## config.mk

```make
export PLATFORM = sky130hd
export DESIGN_NAME = fifo_stream_ctrl
export DESIGN_NICKNAME = d
export VERILOG_FILES = /design/src/rtl/fifo_stream_ctrl.sv
export SDC_FILE = /design/constraint.sdc
export NUM_CORES = 1
export LEC_CHECK = 0
export BUFFER_PORTS_ARGS = -buffer_cell sky130_fd_sc_hd__buf_2
export CORE_UTILIZATION = 54
export CTS_BUF_LIST = sky130_fd_sc_hd__clkbuf_4
export DETAILED_ROUTE_END_ITERATION = 10
export GPL_TIMING_DRIVEN = 0
export PLACE_DENSITY = 0.82
export SETUP_SLACK_MARGIN = 0.3
export SYNTH_ARGS = -nofsm -noshare
export SYNTH_HDL_FRONTEND = slang
export SYNTH_SLANG_ARGS = --single-unit
```

## constraint.sdc

```tcl
create_clock -name clk -period 1.97 [get_ports clk]
set_input_delay 0.0985 -clock clk [delete_from_list [all_inputs] [get_ports clk]]
set_output_delay 0.0985 -clock clk [all_outputs]
set_load 0.01 [all_outputs]
```

## src/rtl/fifo_stream_ctrl.sv

```systemverilog
// Stream-to-FIFO sequencing controller: packs serial words into wide FIFO writes,
// unpacks wide FIFO reads into a serial stream, and sequences the FIFO clear.
// Optional word counters are enabled by defining FIFO_STREAM_STATS_EN.
module fifo_stream_ctrl #(
    parameter int SIZE      = 16,
    parameter int PAR_WRITE = 2,
    parameter int PAR_READ  = 4
) (
    input  logic                      clk,
    input  logic                      rstn,
    input  logic                      clear_req,
    input  logic                      s_valid,
    output logic                      s_ready,
    input  logic [SIZE-1:0]           s_data,
    output logic                      m_valid,
    input  logic                      m_ready,
    output logic [SIZE-1:0]           m_data,
    input  logic                      fifo_full,
    input  logic                      fifo_empty,
    output logic                      fifo_wen,
    output logic [SIZE*PAR_WRITE-1:0] fifo_din,
    output logic                      fifo_ren,
    input  logic [SIZE*PAR_READ-1:0]  fifo_dout,
    output logic                      fifo_clear,
`ifdef FIFO_STREAM_STATS_EN
    output logic                      busy,
    output logic [31:0]               wr_words,
    output logic [31:0]               rd_words
`else
    output logic                      busy
`endif
);

    localparam int WCW = $clog2(PAR_WRITE + 1);
    localparam int RCW = $clog2(PAR_READ + 1);

    typedef enum logic [1:0] {
        ST_RUN  = 2'd0,
        ST_CLR  = 2'd1,
        ST_WAIT = 2'd2
    } state_t;

    state_t                             r_state;
    state_t                             w_state_nxt;
    logic [WCW-1:0]                     r_wcnt;
    logic [RCW-1:0]                     r_rlanes;
    logic [PAR_WRITE-1:0][SIZE-1:0]     r_pack;
    logic [PAR_READ-1:0][SIZE-1:0]      r_hold;
    logic                               w_run_ok;
    logic                               w_clr_entry;
    logic [RCW-1:0]                     w_lane_idx;

    // State register
    always_ff @(posedge clk or negedge rstn) begin
        if (!rstn) begin
            r_state <= ST_RUN;
        end else begin
            r_state <= w_state_nxt;
        end
    end

    // Next-state logic
    always_comb begin
        w_state_nxt = r_state;
        case (r_state)
            ST_RUN: begin
                if (clear_req) begin
                    w_state_nxt = ST_CLR;
                end else begin
                    w_state_nxt = ST_RUN;
                end
            end
            ST_CLR:  w_state_nxt = ST_WAIT;
            ST_WAIT: w_state_nxt = ST_RUN;
            default: w_state_nxt = ST_RUN;
        endcase
    end

    // clear_req takes priority over any handshake in the same cycle
    assign w_run_ok    = (r_state == ST_RUN) && !clear_req;
    assign w_clr_entry = (r_state == ST_RUN) && clear_req;

    assign s_ready    = w_run_ok && (r_wcnt < WCW'(PAR_WRITE));
    assign fifo_wen   = w_run_ok && (r_wcnt == WCW'(PAR_WRITE)) && !fifo_full;
    assign fifo_din   = r_pack;
    assign fifo_ren   = w_run_ok && rstn && (r_rlanes == {RCW{1'b0}}) && !fifo_empty;
    assign m_valid    = w_run_ok && (r_rlanes != {RCW{1'b0}});
    assign fifo_clear = (r_state == ST_CLR);
    assign busy       = (r_state != ST_RUN) || (r_wcnt != {WCW{1'b0}}) ||
                        (r_rlanes != {RCW{1'b0}});
    assign w_lane_idx = RCW'(PAR_READ) - r_rlanes;

    // Output lane select: lane 0 is presented first after a read
    always_comb begin
        m_data = {SIZE{1'b0}};
        for (int k = 0; k < PAR_READ; k++) begin
            if ((r_rlanes != {RCW{1'b0}}) && (w_lane_idx == RCW'(k))) begin
                m_data = r_hold[k];
            end else begin
                m_data = m_data;
            end
        end
    end

    // Pack path: collect words, release counter when the group is written
    always_ff @(posedge clk or negedge rstn) begin
        if (!rstn) begin
            r_wcnt <= {WCW{1'b0}};
            r_pack <= '0;
        end else if (w_clr_entry) begin
            r_wcnt <= {WCW{1'b0}};
            r_pack <= '0;
        end else if (s_valid && s_ready) begin
            for (int k = 0; k < PAR_WRITE; k++) begin
                if (r_wcnt == WCW'(k)) begin
                    r_pack[k] <= s_data;
                end
            end
            r_wcnt <= r_wcnt + WCW'(1);
        end else if (fifo_wen) begin
            r_wcnt <= {WCW{1'b0}};
        end
    end

    // Unpack path: capture a read group, count lanes down as they are accepted
    always_ff @(posedge clk or negedge rstn) begin
        if (!rstn) begin
            r_rlanes <= {RCW{1'b0}};
            r_hold   <= '0;
        end else if (w_clr_entry) begin
            r_rlanes <= {RCW{1'b0}};
            r_hold   <= '0;
        end else if (fifo_ren) begin
            r_hold   <= fifo_dout;
            r_rlanes <= RCW'(PAR_READ);
        end else if (m_valid && m_ready) begin
            r_rlanes <= r_rlanes - RCW'(1);
        end
    end

`ifdef FIFO_STREAM_STATS_EN
    // Word counters, wrapping modulo 2^32
    always_ff @(posedge clk or negedge rstn) begin
        if (!rstn) begin
            wr_words <= 32'd0;
            rd_words <= 32'd0;
        end else if (w_clr_entry) begin
            wr_words <= 32'd0;
            rd_words <= 32'd0;
        end else begin
            if (fifo_wen) begin
                wr_words <= wr_words + 32'(PAR_WRITE);
            end
            if (m_valid && m_ready) begin
                rd_words <= rd_words + 32'd1;
            end
        end
    end
`endif

endmodule
```

==> results of run 1 <==
[logic make-up after synthesis]
group,after synthesis,synth area share [%]
buffers and inverters,65,5.52
muxes,4,0.789
DFF,103,50.8
adders and majority gates,9,2.22
and+or+nand+nor,185,18.3
AOI/OAI and AO/OA,198,22.4
[synthesized netlist by cell type, drive strengths merged, types with 2 or more instances]
cell type	count
mux2i	4
and3	3
inv	7
nand3	66
clkbuf	26
buf	31
dfrtp	103
a21oi	52
ha	9
nor2b	3
nor2	4
nand3b	4
o2bb2ai	16
nand4	28
nand2b	2
o21ai	107
nand2	68
a2bb2oi	14
[metrics by stage]
stage               cells  util [%]
CTS                   955      88.3
detailed placement    816      66.2
global placement      815      65.9
floorplan             564         -
[timing repair]
item,4_1_cts
gates resized for setup,186
pin swaps,28
endpoints found under the hold margin,133
endpoints found under the setup margin,120
hold buffers,83
cloned,4
buffers inserted,36
==> results.json, run 1 <==
{
  "outcome": "aborted with a tool error",
  "failed_stage": "5_1_grt",
  "stop_error": "[ERROR DPL-0038] Utilization greater than 100%, impossible to legalize",
  "synthesis.nets": 660,
  "yosys-top-cells-area": "sky130_fd_sc_hd__dfrtp_1 (51%), sky130_fd_sc_hd__o21ai_0 (9.7%), sky130_fd_sc_hd__nand3_1 (6.5%)",
  "yosys_cell_types": 38,
  "ys.warnings.count": 0,
  "globalroute.repair_timing.worst_endpoint": "m_data[9]",
  "dp_hpwl_um": 11400,
  "postSynthAreaPerCell_um2": 9.00,
  "floorplan.die.width_um": 98.9,
  "synth_edf_count": 0,
  "seq_area_frac_synth_pct": 50.8,
  "port_buffers": 140,
  "clock_tree_buf_depth": 2,
  "synth_instances": 564,
  "clock_sinks": 103,
  "cts_buffer_count": 9,
  "yosys.area.top_type": "sky130_fd_sc_hd__dfrtp_1",
  "synth.top_cell.area_share_pct": 50.8,
  "cts_htree_levels": 3,
  "pin_count": 141,
  "floorplan.rows": 35,
  "async_flop_share_pct": 100,
  "initial_core_util_pct": 55.4,
  "place_area_um2": 6060,
  "synthFlopType": "sky130_fd_sc_hd__dfrtp_1",
  "grt_start_max_net_pins": 69,
  "cts.root.buffer_cell": "sky130_fd_sc_hd__clkbuf_4",
  "die_height_um": 98.9,
  "gp_congestion": 0.925,
  "ys_ff_latch": 103,
  "post-place-ws_ns": -0.164,
  "synth_area_um2": 5070,
  "worst_path_end_type": "primary output"
}
==> run 2: changes to the inputs <==
==> config.mk (replaced) <==
export PLATFORM = sky130hd
export DESIGN_NAME = fifo_stream_ctrl
export DESIGN_NICKNAME = d
export VERILOG_FILES = /design/src/rtl/fifo_stream_ctrl.sv
export SDC_FILE = /design/constraint.sdc
export NUM_CORES = 1
export LEC_CHECK = 0
export BUFFER_PORTS_ARGS = -buffer_cell sky130_fd_sc_hd__buf_2
export CORE_UTILIZATION = 39
export DETAILED_ROUTE_END_ITERATION = 10
export GPL_TIMING_DRIVEN = 0
export PLACE_DENSITY_LB_ADDON = 0.15
export SYNTH_ARGS = -nofsm -noshare
export SYNTH_HDL_FRONTEND = slang
export SYNTH_SLANG_ARGS = --single-unit
==> run 2 against run 1 <==
  * The flow now finishes, with violations (setup timing)
  * Synthesized cell count unchanged
  * Area after synthesis did not move
==> results.json, run 2 <==
{
  "outcome": "finished, violations left",
  "violations": "setup timing",
  "yosys-top-cells-area": "sky130_fd_sc_hd__dfrtp_1 (51%), sky130_fd_sc_hd__o21ai_0 (9.7%), sky130_fd_sc_hd__nand3_1 (6.5%)",
  "floorplan.die.width_um": 116,
  "synth_area_um2": 5070,
  "crit_chain": "buf_4 -> buf_4 -> ha_4 -> clkbuf_4 -> a21oi_1 -> a2bb2oi_2 -> o2bb2ai_4 -> buf_6",
  "synth_edf_count": 0,
  "number_of_max_cap_violations": 0,
  "floorplan.rows": 41,
  "max-vdd-ir-drop_v": 0.000544,
  "seq_area_frac_synth_pct": 50.8,
  "die_height_um": 116,
  "drc_errors": 0,
  "setup_repair_after_global_routing_missed_its_margin": "yes",
  "worst_path_most_repeated_cell": "sky130_fd_sc_hd__buf_4",
  "grt_pass1_vias": 5146,
  "synth_instances": 564,
  "grt_first_pass_wirelength_um": 27000,
  "ys_ff_latch": 103,
  "1st_pass_router_iterations": 5,
  "clock_sinks": 103,
  "grt_use_total_pct": 26.9,
  "cp-end-kind": "primary output",
  "port_buffers": 140,
  "min_period_over_period_pct": 111,
  "area_delta_synth_final_pct": 49.4,
  "finalInstanceArea_um2": 7580,
  "post-place-ws_ns": -0.632,
  "holdCritPathClass": "in -> reg",
  "crit_required_ns": 1.87,
  "worst_pin_slew_ns": 0.576,
  "dp_hpwl_um": 12000,
  "worst-endpoint-arrival_ns": 2.10,
  "overflow_left_after_global_routing": 0,
  "drive_gt1_share_pct": 34.1,
  "place_area_um2": 6020,
  "cts_htree_levels": 3,
  "cts_tree": "yes",
  "final_cell_mix": "sky130_fd_sc_hd__buf_2 (153), sky130_fd_sc_hd__dfrtp_1 (101), sky130_fd_sc_hd__o21ai_0 (84)",
  "layout.cells.most_common": "sky130_fd_sc_hd__buf_2",
  "floorplan.die_area_um2": 13500,
  "cts_buffer_count": 9,
  "period_needed_ns": 2.20,
  "max_freq_ghz": 0.455,
  "setup_viol": 16,
  "avgViaCountPerCell": 5.51,
  "synth.top_cell.area_share_pct": 50.8,
  "fin_nets": 880,
  "largest_register_ffs": 64,
  "clock_tree_buf_depth": 2,
  "initialDrtViolationCount": 546,
  "core_area_um2": 12700,
  "post_synth_most_frequent_cells": "sky130_fd_sc_hd__dfrtp_1 (103), sky130_fd_sc_hd__o21ai_0 (98), sky130_fd_sc_hd__nand2_1 (68), sky130_fd_sc_hd__nand3_1 (66), sky130_fd_sc_hd__a21oi_1 (52)",
  "routed_wirelength_um": 17400,
  "grt_antenna_before_repair": 0,
  "grt_start_max_net_pins": 61,
  "synthFlopType": "sky130_fd_sc_hd__dfrtp_1",
  "pin_count": 141,
  "critical_path.max_fanout": 10,
  "most_frequent_cell_after_synthesis": "sky130_fd_sc_hd__dfrtp_1",
  "critical_path.max_stage_delay_ns": 0.39,
  "cts.root.buffer_cell": "sky130_fd_sc_hd__clkbuf_16",
  "n_antenna_cell": 0,
  "timing.final.hold_violations": 0,
  "totalPowerFinal_w": 0.00876,
  "async_flop_share_pct": 100,
  "routedWlPerCell_um": 18.1,
  "initial_core_util_pct": 40.0,
  "synthesis.nets": 660,
  "yosys_cell_types": 38,
  "finClkSkew_ns": 0.00825,
  "clock_pin_slew_on_the_worst_setup_and_hold_paths_ns": 0.07,
  "ys.warnings.count": 0,
  "total_leakage_power_nw": 3.42,
  "fin_ws_ns": -0.226,
  "worst_path_max_delay_cell": "sky130_fd_sc_hd__dfrtp_1",
  "type_of_the_worst_setup_path": "reg -> out",
  "powerDensity_nw_per_um2": 1160,
  "postSynthAreaPerCell_um2": 9.00,
  "yosys.area.top_type": "sky130_fd_sc_hd__dfrtp_1",
  "max_slew_margin_pct": 61.6,
  "drtAntennaViolNets": 0,
  "insertion_delay_ns": 0.35,
  "regMostFlops": "r_hold",
  "vias": 5294,
  "cp-start-kind": "flip-flop",
  "gp_congestion": 0.857,
  "final-max-slew-violation-count": 0
}
-- run 2: cell counts after synthesis --
No cell type changed its count.
-- run 2: power breakdown --
group	leakage [nW]	internal, W	switching (W)	total (W)
combinational	1.86	0.00185	0.00223	0.00408
clock	0.152	0.00109	0.000787	0.00187
sequential	1.41	0.00252	0.000290	0.00281
total	3.42	0.00545	0.00331	0.00876
-- run 2: cell families (layout without fill, tap and decap cells) --
logic type	Yosys count	count (layout)	share of synthesized area, %
AND/OR/NAND/NOR	185	185	18.3
adder cells (fa/ha/maj)	9	9	2.22
AO/OA/AOI/OAI	198	198	22.4
multiplexers	4	4	0.789
flip-flops	103	103	50.8
buffers and inverters	65	289	5.52
-- run 2: metrics by stage --
stage	hold slack, ns	std cells	utilization [%]	TNS [ns]
6_report	0.00774	960	59.8	-2.85
5_1_grt	0.0109	960	59.8	-4.16
4_1_cts	0.000462	962	58.6	-3.38
3_5_place_dp	0.159	877	47.5	-16.48
3_3_place_gp	0.326	876	47.3	-132.77
2_1_floorplan	-0.197	564	-	0
-- run 2: path summary, 6_finish.rpt --
path	start	end	slack (ns)	cells past startpoint
worst max-delay path	r_rlanes[1]	m_data[9]	-0.23	8
worst min-delay path	fifo_dout[20]	r_hold[20]	0.008	3
worst max register to register	r_rlanes[0]	r_hold[50]	0.13	7
worst min register to register	fifo_din[10]	fifo_din[10]	0.52	2
max in group asynchronous	rstn	r_hold[2]	1.38	3
min in group asynchronous	rstn	fifo_din[3]	0.29	3
-- run 2: per-layer routing --
layer	GRT usage, %	routed length [um]
met2	42.5	8240
met3	7.06	1160
met1	36.3	7700
met4	7.95	302
met5	0	0
-- run 2: timing repair --
item / 4_1_cts / 5_1_grt
endpoints found under the hold margin: 93 / 0
gates cloned: 1 / 0
buffers inserted: 21 / 1
pin swaps: 9 / 12
hold buffers: 50 / 0
setup endpoints to repair: 85 / 52
gates resized for setup: 83 / 59
-- run 2: layout make-up --
| cell class | instances | area, um^2 |
|---|---|---|
| buffer | 53 | 307 |
| clock buffer | 13 | 270 |
| clock inverter | 2 | 38.8 |
| fill | 1146 | 5090 |
| inverter | 8 | 30.0 |
| multi-input combinational | 396 | 2660 |
| sequential | 103 | 2580 |
| tap | 172 | 215 |
| timing repair buffer | 213 | 1480 |
-- run 2: worst max-delay path: cells and delay by family (launching register included) --
family,cells,cell delay [ns]
AOI/OAI and AO/OA,3,0.55
DFF,1,0.39
adders and majority gates,1,0.19
buffers and inverters,4,0.61
Note: power is estimated with default switching activity, not from simulation.
==> run 3: changes to the inputs <==
--- a/config.mk
+++ b/config.mk
@@ -6,6 +6,7 @@
 export NUM_CORES = 1
 export LEC_CHECK = 0
 export BUFFER_PORTS_ARGS = -buffer_cell sky130_fd_sc_hd__buf_2
+export CORE_ASPECT_RATIO = 1.25
 export CORE_UTILIZATION = 39
 export DETAILED_ROUTE_END_ITERATION = 10
 export GPL_TIMING_DRIVEN = 0
==> run 3 against run 2 <==
  * The flow finishes with violations (hold timing, setup timing)
  * Wire length grew 0.70%
  * First-iteration DRC count is 55% lower
  * Utilization decreased by 1.4 points
  * Total power rose by 5.9%
  * Clock skew decreased by 0.0024 ns
  * Critical path depth up 1
  * Sequential power is essentially flat
  * Setup slack lost 0.016 ns
  * Sequential share of layout area grew 0.84 points
  * Register-to-register slack worse by 0.07 ns
  * Die area barely moved
  * Critical endpoint is now m_data[15]
  * Highest routed layer unchanged
==> results.json, run 3 (synthesis gave the netlist of run 2 again) <==
{
  "outcome": "finished, violations left",
  "violations": "hold timing, setup timing",
  "type_of_the_worst_setup_path": "reg -> out",
  "final_cell_mix": "sky130_fd_sc_hd__buf_2 (159), sky130_fd_sc_hd__dfrtp_1 (101), sky130_fd_sc_hd__o21ai_0 (84)",
  "overflow_left_after_global_routing": 0,
  "worst_pin_slew_ns": 0.524,
  "die_height_um": 130,
  "powerDensity_nw_per_um2": 1250,
  "routed_wirelength_um": 17500,
  "finClkSkew_ns": 0.00582,
  "1st_pass_router_iterations": 5,
  "drc_errors": 0,
  "max_slew_margin_pct": 65.1,
  "cts_tree": "yes",
  "dp_hpwl_um": 12000,
  "setup_viol": 15,
  "gp_congestion": 0.864,
  "timing.final.hold_violations": 5,
  "fin_nets": 862,
  "critical_path.max_fanout": 5,
  "grtUsageMet1_pct": 30.9,
  "pin_count": 141,
  "worst-r2r-cell-count": 8,
  "vias": 5150,
  "cts_buffer_count": 9,
  "cts.root.buffer_cell": "sky130_fd_sc_hd__clkbuf_16",
  "period_needed_ns": 2.21,
  "met3_usage_pct": 4.58,
  "grt_util_met2_pct": 45.0,
  "area_delta_synth_final_pct": 45.8,
  "cts_htree_levels": 3,
  "worst_path_most_repeated_cell": "sky130_fd_sc_hd__ha_4",
  "number_of_max_cap_violations": 0,
  "largest_register_ffs": 64,
  "crit_chain": "inv_2 -> ha_4 -> ha_4 -> nand2b_4 -> buf_8 -> nor2_4 -> buf_6 -> a22o_1 -> buf_2",
  "n_antenna_cell": 0,
  "regMostFlops": "r_hold",
  "max-vdd-ir-drop_v": 0.000667,
  "floorplan.die.width_um": 104,
  "layout.cells.most_common": "sky130_fd_sc_hd__buf_2",
  "critical_path.max_stage_delay_ns": 0.39,
  "busiest_layer": "met2",
  "worst_path_max_delay_cell": "sky130_fd_sc_hd__dfrtp_1",
  "avgViaCountPerCell": 5.48,
  "hold_slack_ns": -0.00412,
  "filler_cells_inserted": 1135,
  "clock_tree_buf_depth": 2,
  "core_area_um2": 12700,
  "crit_required_ns": 1.87,
  "min_period_over_period_pct": 112,
  "routedWlPerCell_um": 18.7,
  "worst-endpoint-arrival_ns": 2.11,
  "grt_use_total_pct": 25.6,
  "insertion_delay_ns": 0.35,
  "port_buffers": 140,
  "grt_pass1_vias": 5152,
  "setup_repair_after_global_routing_missed_its_margin": "yes",
  "max_freq_ghz": 0.452,
  "initialDrtViolationCount": 244,
  "total_leakage_power_nw": 3.37,
  "cp-start-kind": "flip-flop",
  "holdCritPathClass": "in -> reg",
  "grt_antenna_before_repair": 0,
  "cp-end-kind": "primary output",
  "clock_sinks": 103,
  "grt_first_pass_wirelength_um": 26800,
  "final-instance-count-excl-fill": 939,
  "hold_path_depth": 3,
  "clock_pin_slew_on_the_worst_setup_and_hold_paths_ns": 0.07,
  "initial_core_util_pct": 40.1,
  "floorplan.rows": 46,
  "drtAntennaViolNets": 0,
  "numPlacedInstances": 873,
  "final-max-slew-violation-count": 0,
  "grt_start_max_net_pins": 72,
  "drive_gt1_share_pct": 35.5,
  "floorplan.die_area_um2": 13500,
  "fin_ws_ns": -0.242
}
[run 3: cell types whose count changed in the layout (fill, tap and decap cells not counted), sizes merged]
| cell | previous run | this run |
|---|---|---|
| clkbuf | 37 | 36 |
| bufinv | 1 | 2 |
| inv | 7 | 8 |
| buf | 193 | 196 |
| clkinvlp | 0 | 2 |
| dlygate4sd3 | 49 | 26 |
[run 3: layout make-up]
type / instances / area [um^2] / share of cell area [%]
well taps: 168 / 210 / 2.84
inverters: 8 / 30.0 / 0.406
plain buffers: 55 / 327 / 4.42
multi-input cells: 396 / 2630 / 35.6
repair buffers: 193 / 1290 / 17.4
flip-flops and latches: 103 / 2580 / 34.9
clock buffers: 10 / 239 / 3.23
clock inverters: 6 / 92.6 / 1.25
[run 3: stage by stage]
| step | util (%) | setup TNS (ns) | setup WS [ns] | power (W) | cell area [um^2] |
|---|---|---|---|---|---|
| 3_5_place_dp | 47.5 | -13.19 | -0.557 | 0.00551 | 6010 |
| 6_report | 58.4 | -3.21 | -0.242 | 0.00927 | 7400 |
| 4_1_cts | 56.4 | -5.68 | -0.221 | 0.00861 | 7140 |
| 5_1_grt | 58.4 | -4.21 | -0.303 | 0.00969 | 7400 |
| 2_1_floorplan | - | 0 | 0.0581 | 0.00452 | 5070 |
| 3_3_place_gp | 47.3 | -132.94 | -1.38 | 0.00546 | 5980 |
[run 3: worst max-delay path, delay by kind of cell, from the launching register on]
| family | cells | cell delay, ns |
|---|---|---|
| compound gates | 1 | 0.15 |
| fa+ha+maj | 2 | 0.45 |
| buf+inv | 4 | 0.53 |
| flops | 1 | 0.39 |
| simple gates | 2 | 0.25 |
[run 3: metal layers]
| layer | routed length (um) | share of wire [%] | vias up |
|---|---|---|---|
| li1 | - | - | 2446 |
| met1 | 7030 | 40 | 2511 |
| met2 | 8910 | 51 | 167 |
| met3 | 1060 | 6.0 | 26 |
| met4 | 530 | 3.0 | 0 |
| met5 | 0 | 0 | - |
[run 3: what timing repair did]
action | in CTS | in global routing
hold buffers | 27 | 1
buffers inserted | 17 | 3
gates cloned | 1 | 4
pin swaps | 14 | 8
endpoints found under the setup margin | 83 | 85
gates resized for setup | 76 | 56
endpoints found under the hold margin | 59 | 103
[run 3: path summary, 6_finish.rpt]
check,endpoint,slack [ns],from
min in group asynchronous,r_hold[7],0.30,rstn
hold / removal,r_hold[5],-0.004,fifo_dout[5]
setup / recovery,m_data[15],-0.24,r_rlanes[1]
hold reg to reg,r_state[1],0.52,r_state[1]
max in group asynchronous,r_hold[17],1.33,rstn
setup reg to reg,r_hold[12],0.06,r_rlanes[1]
[run 3: power by group]
| group | leakage [nW] | internal [W] | total (W) | switching, W |
|---|---|---|---|---|
| Clock | 0.155 | 0.00116 | 0.00200 | 0.000847 |
| Sequential | 1.41 | 0.00252 | 0.00281 | 0.000296 |
| Combinational | 1.81 | 0.00211 | 0.00446 | 0.00234 |
| Total | 3.37 | 0.00578 | 0.00927 | 0.00349 |
==> run 4: changes to the inputs <==
--- a/config.mk
+++ b/config.mk
@@ -6,7 +6,7 @@
 export NUM_CORES = 1
 export LEC_CHECK = 0
 export BUFFER_PORTS_ARGS = -buffer_cell sky130_fd_sc_hd__buf_2
-export CORE_ASPECT_RATIO = 1.25
+export CORE_ASPECT_RATIO = 1.1
 export CORE_UTILIZATION = 39
 export DETAILED_ROUTE_END_ITERATION = 10
 export GPL_TIMING_DRIVEN = 0
==> run 4 against run 3 <==
  * The flow still finishes with violations (hold timing, setup timing)
  * Sequential share of layout area up 0.59 points
  * Clock power shrank 15%
  * Utilization is 0.89 points lower
  * Highest routed layer unchanged
  * Final area down 1.7%
  * Non-clock buffer count is 14 higher
  * Clock-buffer cell count decreased by 1
  * Clock skew is essentially flat
  * Sequential cell count did not move
==> results.json, run 4 (synthesis gave the netlist of run 2 again) <==
{
  "outcome": "finished, violations left",
  "violations": "hold timing, setup timing",
  "totalPowerFinal_w": 0.00837,
  "floorplan.rows": 43,
  "floorplan.die.width_um": 111,
  "drtAntennaViolNets": 0,
  "dp_hpwl_um": 11900,
  "cts.root.buffer_cell": "sky130_fd_sc_hd__clkbuf_16",
  "max_slew_margin_pct": 53.7,
  "type_of_the_worst_setup_path": "reg -> out",
  "final_cell_mix": "sky130_fd_sc_hd__buf_2 (162), sky130_fd_sc_hd__dfrtp_1 (101), sky130_fd_sc_hd__o21ai_0 (88)",
  "drc_errors": 0,
  "largest_register_ffs": 64,
  "holdCritPathClass": "in -> async",
  "cts_tree": "yes",
  "initialDrtViolationCount": 347,
  "numPlacedInstances": 862,
  "swShare_pct": 38.7,
  "final-max-slew-violation-count": 0,
  "avgViaCountPerCell": 5.49,
  "die_height_um": 122,
  "multi_input_comb_area_um2": 2510,
  "total_leakage_power_nw": 3.31,
  "holdBufCountCts": 44,
  "worst-endpoint-arrival_ns": 2.10,
  "setup_viol": 16,
  "clock_sinks": 103,
  "grt_pass1_vias": 5025,
  "finClkSkew_ns": 0.00627,
  "clock_pin_slew_on_the_worst_setup_and_hold_paths_ns": 0.07,
  "routed_wirelength_um": 16900,
  "grt_use_total_pct": 25.6,
  "max-vdd-ir-drop_v": 0.000657,
  "vias": 5163,
  "grt_first_pass_wirelength_um": 26500,
  "routedWlPerCell_um": 18.0,
  "initial_core_util_pct": 40.1,
  "drive_gt1_share_pct": 33.3,
  "cp-end-kind": "primary output",
  "grt_antenna_before_repair": 0,
  "number_of_max_cap_violations": 0,
  "fin_nets": 876,
  "grt_start_max_net_pins": 55,
  "min_period_over_period_pct": 112,
  "power.sequential.fraction_pct": 33.5,
  "post-place-ws_ns": -0.460,
  "powerDensity_nw_per_um2": 1150,
  "timing.final.hold_violations": 49,
  "clock_tree_buf_depth": 2,
  "overflow_left_after_global_routing": 0,
  "area_delta_synth_final_pct": 43.3,
  "core_area_um2": 12600,
  "cts_htree_levels": 3,
  "setup_repair_after_global_routing_missed_its_margin": "yes",
  "hold_slack_ns": -0.228,
  "port_buffers": 140,
  "worst-r2r-cell-count": 8,
  "cts_buffer_count": 9,
  "clock_network_power_share_pct": 20.2,
  "regMostFlops": "r_hold",
  "net-switching-power_w": 0.00324,
  "layout.cells.most_common": "sky130_fd_sc_hd__buf_2",
  "pin_count": 141,
  "reg2reg_setup_slack_ns": 0.09,
  "n_antenna_cell": 0,
  "final-instance-count-excl-fill": 941,
  "final_core_utilization_pct": 57.5,
  "critical_path.max_fanout": 10,
  "period_needed_ns": 2.20,
  "cp-start-kind": "flip-flop",
  "insertion_delay_ns": 0.36,
  "1st_pass_router_iterations": 7,
  "power.share.combinational_pct": 46.2,
  "worst_pin_slew_ns": 0.694,
  "crit_required_ns": 1.87,
  "filler_cells_inserted": 1131,
  "floorplan.die_area_um2": 13500,
  "fin_ws_ns": -0.230,
  "seq_area_um2": 2580,
  "gp_congestion": 0.829,
  "power.internal_w": 0.00513,
  "max_freq_ghz": 0.455
}
==> run 4: cell types whose count changed in the layout (fill, tap and decap cells not counted), moves of 4 or more <==
cell | previous run | this run
sky130_fd_sc_hd__o21ai_1 | 18 | 14
sky130_fd_sc_hd__buf_6 | 12 | 3
sky130_fd_sc_hd__o21ai_0 | 84 | 88
sky130_fd_sc_hd__dlygate4sd3_1 | 26 | 44
sky130_fd_sc_hd__o2bb2ai_4 | 4 | 0
sky130_fd_sc_hd__a2bb2oi_4 | 7 | 2
==> run 4: through the flow <==
stage	TNS [ns]	area [um^2]	hold slack [ns]
after detailed placement	-12.15	6000	0.183
final	-3.24	7270	-0.228
after global placement	-133.68	5970	0.327
after CTS	-2.93	7140	-0.196
after global routing	-4.50	7270	-0.153
after floorplan	0	5070	-0.197
==> run 4: area by class of cell <==
class | instances | share of cell area (%)
flip-flops and latches | 103 | 35.5
multi-input cells | 396 | 34.6
repair buffers | 208 | 18.7
plain buffers | 54 | 4.44
clock buffers | 9 | 3.10
well taps | 157 | 2.70
clock inverters | 6 | 0.637
inverters | 8 | 0.413
==> run 4: worst paths after layout <==
kind,from,to
worst max-delay path,r_rlanes[0],m_data[9]
worst min register to register,fifo_din[8],fifo_din[8]
min in group clk,fifo_dout[0],r_hold[0]
worst min-delay path,rstn,r_hold[63]
worst max register to register,r_rlanes[0],r_hold[48]
max in group asynchronous,rstn,r_hold[19]
==> run 4: layer usage <==
layer  part of all wire (%)  GRT usage (%)  routed length (um)
met1                     42           32.0                7100
met2                     50           43.4                8400
met3                    5.5           4.63                 936
met4                    2.8           11.5                 475
met5                      0              0                   0
==> run 4: repair_timing <==
item,in CTS,in global routing
gates cloned,1,0
resized for setup,76,24
endpoints found under the setup margin,83,36
pin swaps,18,7
endpoints found under the hold margin,93,49
setup buffers,16,6
==> run 4: worst max-delay path, stage by stage, from the launching register on <==
cell and delay, ns:
sky130_fd_sc_hd__dfrtp_1 0.39, sky130_fd_sc_hd__inv_2 0.07, sky130_fd_sc_hd__ha_4 0.17, sky130_fd_sc_hd__ha_4 0.29, sky130_fd_sc_hd__nand2b_1 0.08, sky130_fd_sc_hd__buf_6 0.15, sky130_fd_sc_hd__buf_12 0.15, sky130_fd_sc_hd__a2bb2oi_2 0.17
sky130_fd_sc_hd__o2bb2ai_2 0.13, sky130_fd_sc_hd__buf_2 0.15
==> run 4: power groups by stage <==
stage          Sequential [W]  Combinational (W)  Clock, W
3_3_place_gp          0.00279            0.00268         0
4_1_cts               0.00279            0.00360   0.00173
2_1_floorplan         0.00280            0.00173         0
5_1_grt               0.00285            0.00418   0.00179
3_5_place_dp          0.00280            0.00273         0
6_report              0.00281            0.00387   0.00169
